===== config.mk =====
export PLATFORM = sky130hd
export DESIGN_NAME = unpacked_mx_split2_buffered_flat
export DESIGN_NICKNAME = d
export VERILOG_FILES = /design/src/rtl/unpacked_mx_split2_buffered_if.sv /design/src/rtl/unpacked_mx_split2_buffered.sv /design/src/flat_wrapper.sv
export SDC_FILE = /design/constraint.sdc
export NUM_CORES = 1
export LEC_CHECK = 0
export CORE_ASPECT_RATIO = 0.75
export CORE_UTILIZATION = 61
export CTS_CLUSTER_SIZE = 24
export DETAILED_ROUTE_END_ITERATION = 7
export PLACE_DENSITY = 0.77
export SLEW_MARGIN = 20
export SYNTH_ARGS = -nofsm -noshare
export SYNTH_HDL_FRONTEND = slang
export SYNTH_SLANG_ARGS = --single-unit

===== constraint.sdc =====
create_clock -name clk -period 8.47 [get_ports clk]
set_input_delay 1.694 -clock clk [delete_from_list [all_inputs] [get_ports clk]]
set_output_delay 1.694 -clock clk [all_outputs]
set_load 0.02 [all_outputs]

===== src/rtl/unpacked_mx_split2_buffered_if.sv =====
// MX block stream: IN_SIZE mantissas plus one shared exponent, valid/ready handshake.
// The master drives data and valid. The slave drives ready.
interface unpacked_mx_split2_buffered_if #(
  parameter int MAN_WIDTH = 4,
  parameter int EXP_WIDTH = 8,
  parameter int IN_SIZE   = 1
);
  logic [MAN_WIDTH-1:0] mdata [IN_SIZE];
  logic [EXP_WIDTH-1:0] edata;
  logic                 valid;
  logic                 ready;

  modport master (output mdata, edata, valid, input ready);
  modport slave  (input mdata, edata, valid, output ready);
endinterface


===== src/rtl/unpacked_mx_split2_buffered.sv =====
// Eager 2-way fork of MX blocks: a 0-latency straight branch, and a DEPTH-entry FIFO branch (latency >= 1, or 0 with MX_SPLIT2_BYPASS_EN).
// Input ready needs both branches to have taken, or be able to take, the block; each branch takes a block exactly once.
module unpacked_mx_split2_buffered #(
  parameter int DEPTH     = 16,
  parameter int MAN_WIDTH = 4,
  parameter int EXP_WIDTH = 8,
  parameter int IN_SIZE   = 1,
  localparam int CW       = $clog2(DEPTH + 1)
) (
  input  logic                                  clk,
  input  logic                                  rst,
  unpacked_mx_split2_buffered_if.slave          data_in,
  unpacked_mx_split2_buffered_if.master         straight_out,
  unpacked_mx_split2_buffered_if.master         fifo_out,
  output logic [CW-1:0]                         fifo_count
);
  localparam int PW = $clog2(DEPTH);
  localparam logic [CW-1:0] FULL_CNT = CW'(DEPTH);
  localparam logic [PW-1:0] LAST_PTR = PW'(DEPTH - 1);

  logic [MAN_WIDTH-1:0] mem_m [DEPTH][IN_SIZE];
  logic [EXP_WIDTH-1:0] mem_e [DEPTH];
  logic [PW-1:0]        wr_ptr, rd_ptr;
  logic                 done_s, done_f;
  logic                 full, empty, push, s_take, s_ok, f_ok, in_fire;
  logic                 fifo_pop, push_mem, pop_mem, bypass;

  assign full  = (fifo_count == FULL_CNT);
  assign empty = (fifo_count == '0);

  assign straight_out.valid = data_in.valid & ~done_s;
  assign straight_out.edata = data_in.edata;
  always_comb begin
    for (int i = 0; i < IN_SIZE; i++) straight_out.mdata[i] = data_in.mdata[i];
  end

  // A full FIFO refuses the push even when a pop frees a slot on the same edge.
  assign push    = data_in.valid & ~done_f & ~full;
  assign s_take  = straight_out.valid & straight_out.ready;
  assign s_ok    = done_s | straight_out.ready;
  assign f_ok    = done_f | ~full;
  assign data_in.ready = s_ok & f_ok;
  assign in_fire = data_in.valid & data_in.ready;

`ifdef MX_SPLIT2_BYPASS_EN
  assign bypass = push & empty;
`else
  assign bypass = 1'b0;
`endif

  assign fifo_out.valid = ~empty | bypass;
  assign fifo_pop = fifo_out.valid & fifo_out.ready;
  assign pop_mem  = fifo_pop & ~empty;
  // A bypassed block consumed in the same cycle never touches memory.
  assign push_mem = push & ~(bypass & fifo_out.ready);

  always_comb begin
    fifo_out.edata = bypass ? data_in.edata : mem_e[rd_ptr];
    for (int i = 0; i < IN_SIZE; i++)
      fifo_out.mdata[i] = bypass ? data_in.mdata[i] : mem_m[rd_ptr][i];
  end

  always_ff @(posedge clk or posedge rst) begin
    if (rst) begin
      for (int d = 0; d < DEPTH; d++) begin
        mem_e[d] <= '0;
        for (int i = 0; i < IN_SIZE; i++) mem_m[d][i] <= '0;
      end
    end else if (push_mem) begin
      mem_e[wr_ptr] <= data_in.edata;
      for (int i = 0; i < IN_SIZE; i++) mem_m[wr_ptr][i] <= data_in.mdata[i];
    end
  end

  always_ff @(posedge clk or posedge rst) begin
    if (rst) begin
      wr_ptr     <= '0;
      rd_ptr     <= '0;
      fifo_count <= '0;
    end else begin
      if (push_mem) wr_ptr <= (wr_ptr == LAST_PTR) ? '0 : wr_ptr + 1'b1;
      if (pop_mem)  rd_ptr <= (rd_ptr == LAST_PTR) ? '0 : rd_ptr + 1'b1;
      if (push_mem && !pop_mem)      fifo_count <= fifo_count + 1'b1;
      else if (pop_mem && !push_mem) fifo_count <= fifo_count - 1'b1;
    end
  end

  // Flags remember which branch already holds the current block until the input handshake completes.
  always_ff @(posedge clk or posedge rst) begin
    if (rst) begin
      done_s <= 1'b0;
      done_f <= 1'b0;
    end else if (in_fire) begin
      done_s <= 1'b0;
      done_f <= 1'b0;
    end else if (data_in.valid) begin
      if (s_take) done_s <= 1'b1;
      if (push)   done_f <= 1'b1;
    end
  end
endmodule


===== src/flat_wrapper.sv =====
// flat-port wrapper written by rule: the top's interface ports become plain ports
module unpacked_mx_split2_buffered_flat 
#(
  parameter int DEPTH     = 16,
  parameter int MAN_WIDTH = 4,
  parameter int EXP_WIDTH = 8,
  parameter int IN_SIZE   = 1,
  localparam int CW       = $clog2(DEPTH + 1)
)
  (clk, rst, fifo_count, data_in_mdata, data_in_edata, data_in_valid, data_in_ready, straight_out_mdata, straight_out_edata, straight_out_valid, straight_out_ready, fifo_out_mdata, fifo_out_edata, fifo_out_valid, fifo_out_ready);
  unpacked_mx_split2_buffered_if #(.MAN_WIDTH(MAN_WIDTH), .EXP_WIDTH(EXP_WIDTH), .IN_SIZE(IN_SIZE)) data_in_i ();
  unpacked_mx_split2_buffered_if #(.MAN_WIDTH(MAN_WIDTH), .EXP_WIDTH(EXP_WIDTH), .IN_SIZE(IN_SIZE)) straight_out_i ();
  unpacked_mx_split2_buffered_if #(.MAN_WIDTH(MAN_WIDTH), .EXP_WIDTH(EXP_WIDTH), .IN_SIZE(IN_SIZE)) fifo_out_i ();
  input  logic clk;
  input  logic rst;
  output logic [CW-1:0] fifo_count;
  input wire logic [$bits(data_in_i.mdata)-1:0] data_in_mdata;
  input wire logic [$bits(data_in_i.edata)-1:0] data_in_edata;
  input wire logic [$bits(data_in_i.valid)-1:0] data_in_valid;
  output wire logic [$bits(data_in_i.ready)-1:0] data_in_ready;
  output wire logic [$bits(straight_out_i.mdata)-1:0] straight_out_mdata;
  output wire logic [$bits(straight_out_i.edata)-1:0] straight_out_edata;
  output wire logic [$bits(straight_out_i.valid)-1:0] straight_out_valid;
  input wire logic [$bits(straight_out_i.ready)-1:0] straight_out_ready;
  output wire logic [$bits(fifo_out_i.mdata)-1:0] fifo_out_mdata;
  output wire logic [$bits(fifo_out_i.edata)-1:0] fifo_out_edata;
  output wire logic [$bits(fifo_out_i.valid)-1:0] fifo_out_valid;
  input wire logic [$bits(fifo_out_i.ready)-1:0] fifo_out_ready;
  assign data_in_i.mdata = {>>{data_in_mdata}};
  assign data_in_i.edata = data_in_edata;
  assign data_in_i.valid = data_in_valid;
  assign data_in_ready = data_in_i.ready;
  assign straight_out_mdata = {>>{straight_out_i.mdata}};
  assign straight_out_edata = straight_out_i.edata;
  assign straight_out_valid = straight_out_i.valid;
  assign straight_out_i.ready = straight_out_ready;
  assign fifo_out_mdata = {>>{fifo_out_i.mdata}};
  assign fifo_out_edata = fifo_out_i.edata;
  assign fifo_out_valid = fifo_out_i.valid;
  assign fifo_out_i.ready = fifo_out_ready;
  unpacked_mx_split2_buffered #(.DEPTH(DEPTH), .MAN_WIDTH(MAN_WIDTH), .EXP_WIDTH(EXP_WIDTH), .IN_SIZE(IN_SIZE)) u_core (.clk(clk), .rst(rst), .data_in(data_in_i), .straight_out(straight_out_i), .fifo_out(fifo_out_i), .fifo_count(fifo_count));
endmodule

==> flow_metrics.env <==
export IMPL_path_buf_inv=3
export IMPL_coreArea_um2=16300
export IMPL_finalMaxSlewViolations=0
export IMPL_grt_use_total_pct=28.5
export IMPL_synth_area_um2=10300
export IMPL_grt_pass1_vias=6180
export IMPL_drive_above_1_share_pct=43.9
export IMPL_drt_iter0_drc=410
export IMPL_dieArea_um2=17400
export IMPL_nets=713
export IMPL_synth_mux_area_share_pct=35.7
export IMPL_ys_seq_area_share_pct=50.2
export IMPL_final_cell_mix="dfrtp_1 (205), mux2_4 (110), mux2_2 (107)"
export IMPL_p_leak_nw=5.04
export IMPL_rrSetupSlack_ns=5.48
export IMPL_worstSetupPathType="reg -> out"
export IMPL_drtAntennaViolNets=0
export IMPL_grt_max_degree=130
export IMPL_overflow=0
export IMPL_synth_nets=700
export IMPL_place_inst=873
export IMPL_place_hpwl_mm=13.4
export IMPL_cts_buffer_depth=3
export IMPL_p_comb_share_pct=42.2
export IMPL_fin_area_um2=11400
export IMPL_power_switching_mw=1.50
export IMPL_ys_flop_type="dfrtp_1"
export IMPL_synth_distinct_cells=35
export IMPL_hp_class="reg -> reg"
export IMPL_layout_commonest_cell="dfrtp_1"
export IMPL_max_cap_violations=0
export IMPL_worst_path_max_fanout=32
export IMPL_violations="DRC"
export IMPL_cp_required_ns=6.78
export IMPL_synth_edff_count=0
export IMPL_htreeDepth=1
export IMPL_yosys_area_share_simple_pct=3.49
export IMPL_antenna_found_initial=0
export IMPL_yosysTopAreaCell="dfrtp_1"
export IMPL_routedWlPerCell_um=26.0
export IMPL_arrival_ns=3.49
export IMPL_die_w_um=152
export IMPL_post_cts_buffers=0
export IMPL_clock_skew_ns=0.00742
export IMPL_syn2layout_area_growth_pct=10.7
export IMPL_cts_sinks=207
export IMPL_vias=5721
export IMPL_clockRootBuffer="clkbuf_16"
export IMPL_hold_viol_final=0
export IMPL_powerDensity_nw_per_um2=414
export IMPL_period_minus_slack_ns=5.18
export IMPL_seqCellArea_um2=5180
export IMPL_io_pins=49
export IMPL_slew_headroom_pct=30.9
export IMPL_postLayoutCoreUtil_pct=70.2
export IMPL_synth_compound_area_share_pct=4.07
export IMPL_row_count=40
export IMPL_drc=8
export IMPL_post_route_period_util_pct=61.2
export IMPL_synth_top_family_by_area="multiplexers"
export IMPL_switching_share_pct=31.8
export IMPL_ys_ff_latch=207
export IMPL_synthAdderAreaFrac_pct=1.29
export IMPL_wl_mm=23.5
export IMPL_synthCells=673
export IMPL_die_h_um=115
export IMPL_slowest_stage="buf_4"
export IMPL_p_int_mw=3.22
export IMPL_crit_path_start_kind="flop"
export IMPL_yosysTopAreaCellShare_pct=50.2
export IMPL_worstPathCellList="buf_4 -> mux4_2 -> inv_1 -> o21ai_0 -> a221o_1 -> clkdlybuf4s50_1"
export IMPL_diodes=0
export IMPL_detail_route_first_pass_iterations=6
export IMPL_end_kind="output port"
export IMPL_clkPwrFrac_pct=20.9
export IMPL_syn_area_per_cell_um2=15.3
export IMPL_synth_xor_area_share_pct=0.510
export IMPL_hold_buffers=0
export IMPL_ctsResizeCount=0
export IMPL_worst_pin_slew_ns=1.04
export IMPL_ys_warn_count=0
export IMPL_clk_latency_ns=0.49
export IMPL_via_per_inst=6.33
export IMPL_ir_drop_mv=0.242
export IMPL_fin_cells=904
export IMPL_cts_tree="done"
export IMPL_cpPeakStageDelay_ns=0.63
export IMPL_pwr_share_seq_pct=36.9
export IMPL_rsz0062_at_grt="false"
export IMPL_postPlaceCellArea_um2=10700
export IMPL_multi_input_area_um2=4640
export IMPL_finalSetupViolCount=0
export IMPL_synthTopCellsByArea="dfrtp_1 (50%), mux2_4 (16%), mux2_2 (12%)"
export IMPL_tns_ns=0
export IMPL_place_congestion=0.777
export IMPL_cp_top_family="buffers and inverters"
export IMPL_nFillCells=1026
export IMPL_portBuffers=48
export IMPL_grt_pass1_wl_mm=37.1
export IMPL_cts_made_buffers=21
export IMPL_clk_pin_slew_ns=0.07
export IMPL_max_freq_mhz=193
export IMPL_start_util_pct=63.4
export IMPL_status="finished with violations"
export IMPL_ys_async_sr_fraction_pct=100
-- worst register-to-register path: cells and delay by family, from the launching register on --
family / cells / cell delay (ns)
simple gates: 3 / 0.94
fa+ha+maj: 2 / 0.66
flops: 1 / 0.44
compound gates: 2 / 0.36
mux: 1 / 0.25
buf+inv: 1 / 0.14
xor+xnor: 1 / 0.13
-- cell families after synthesis --
| kind of cell | Yosys count |
|---|---|
| XOR/XNOR | 6 |
| buffers and inverters | 84 |
| AND/OR/NAND/NOR | 54 |
| multiplexers | 254 |
| AO/OA/AOI/OAI | 58 |
| adder cells (fa/ha/maj) | 10 |
| flip-flops | 207 |
-- power groups by stage --
| stage | logic (mW) | clock network [mW] | registers (mW) |
|---|---|---|---|
| floorplan | 1.54 | 0 | 1.65 |
| global placement | 1.94 | 0 | 1.70 |
| detailed placement | 2.00 | 0 | 1.74 |
| CTS | 2.01 | 1.00 | 1.73 |
| global route | 2.13 | 1.04 | 1.80 |
| finish | 1.99 | 0.986 | 1.74 |
-- per-layer routing --
metal / GRT usage [%] / vias to the layer above / share of wire, %
li1: - / 2466 / -
met1: 41.3 / 3043 / 44
met2: 45.4 / 178 / 47
met3: 4.05 / 34 / 6.3
met4: 8.64 / 0 / 2.1
met5: 0 / - / 0
-- through the flow --
step | total power [mW] | setup WS (ns) | hold slack [ns]
after floorplan | 3.19 | 1.12 | 0.475
after global placement | 3.63 | 3.49 | 0.482
after detailed placement | 3.73 | 3.43 | 0.488
after CTS | 4.74 | 3.21 | 0.505
after global routing | 4.96 | 3.10 | 0.516
final | 4.72 | 3.29 | 0.502
-- synth_stat cells (2+ instances only) --
cell / number
a221o_1: 12
buf_4: 13
a21oi_1: 7
xor2_1: 2
dfrtp_1: 207
mux4_2: 36
inv_1: 20
nor2b_1: 14
clkbuf_1: 21
buf_6: 14
mux2_2: 107
nand2_1: 10
a21o_1: 4
ha_1: 9
nor2_1: 6
o21ai_0: 19
mux2_4: 110
buf_2: 16
o221ai_1: 12
nand3_1: 2
xnor2_1: 4
and3_4: 11
and3_1: 5
-- sequential cells by signal, summed over array words and instances (netlist names) --
register and count:
u_core.done_f 1, u_core.done_s 1, u_core.fifo_count 5, u_core.mem_e 128, u_core.mem_m 64, u_core.rd_ptr 4, u_core.wr_ptr 4
-- final timing paths --
| check | depth (start not counted) | start | end |
|---|---|---|---|
| max in group asynchronous | 3 | rst | u_core.mem_e[96] |
| min in group asynchronous | 2 | rst | u_core.mem_e[39] |
| setup reg to reg | 10 | u_core.fifo_count[1] | u_core.fifo_count[4] |
| hold / removal | 1 | u_core.mem_e[38] | u_core.mem_e[38] |
| hold reg to reg | 1 | u_core.mem_e[38] | u_core.mem_e[38] |
| setup / recovery | 6 | u_core.rd_ptr[0] | fifo_out_edata[1] |
-- final cells by class --
| cell class | instances | area share [%] |
|---|---|---|
| Sequential cell | 207 | 45.4 |
| Clock inverter | 8 | 1.49 |
| Timing Repair Buffer | 54 | 4.64 |
| Tap cell | 210 | 2.30 |
| Multi-Input combinational cell | 382 | 40.7 |
| Clock buffer | 23 | 4.76 |
| Inverter | 20 | 0.724 |
No activity file was read; power rests on OpenSTA's default activity.
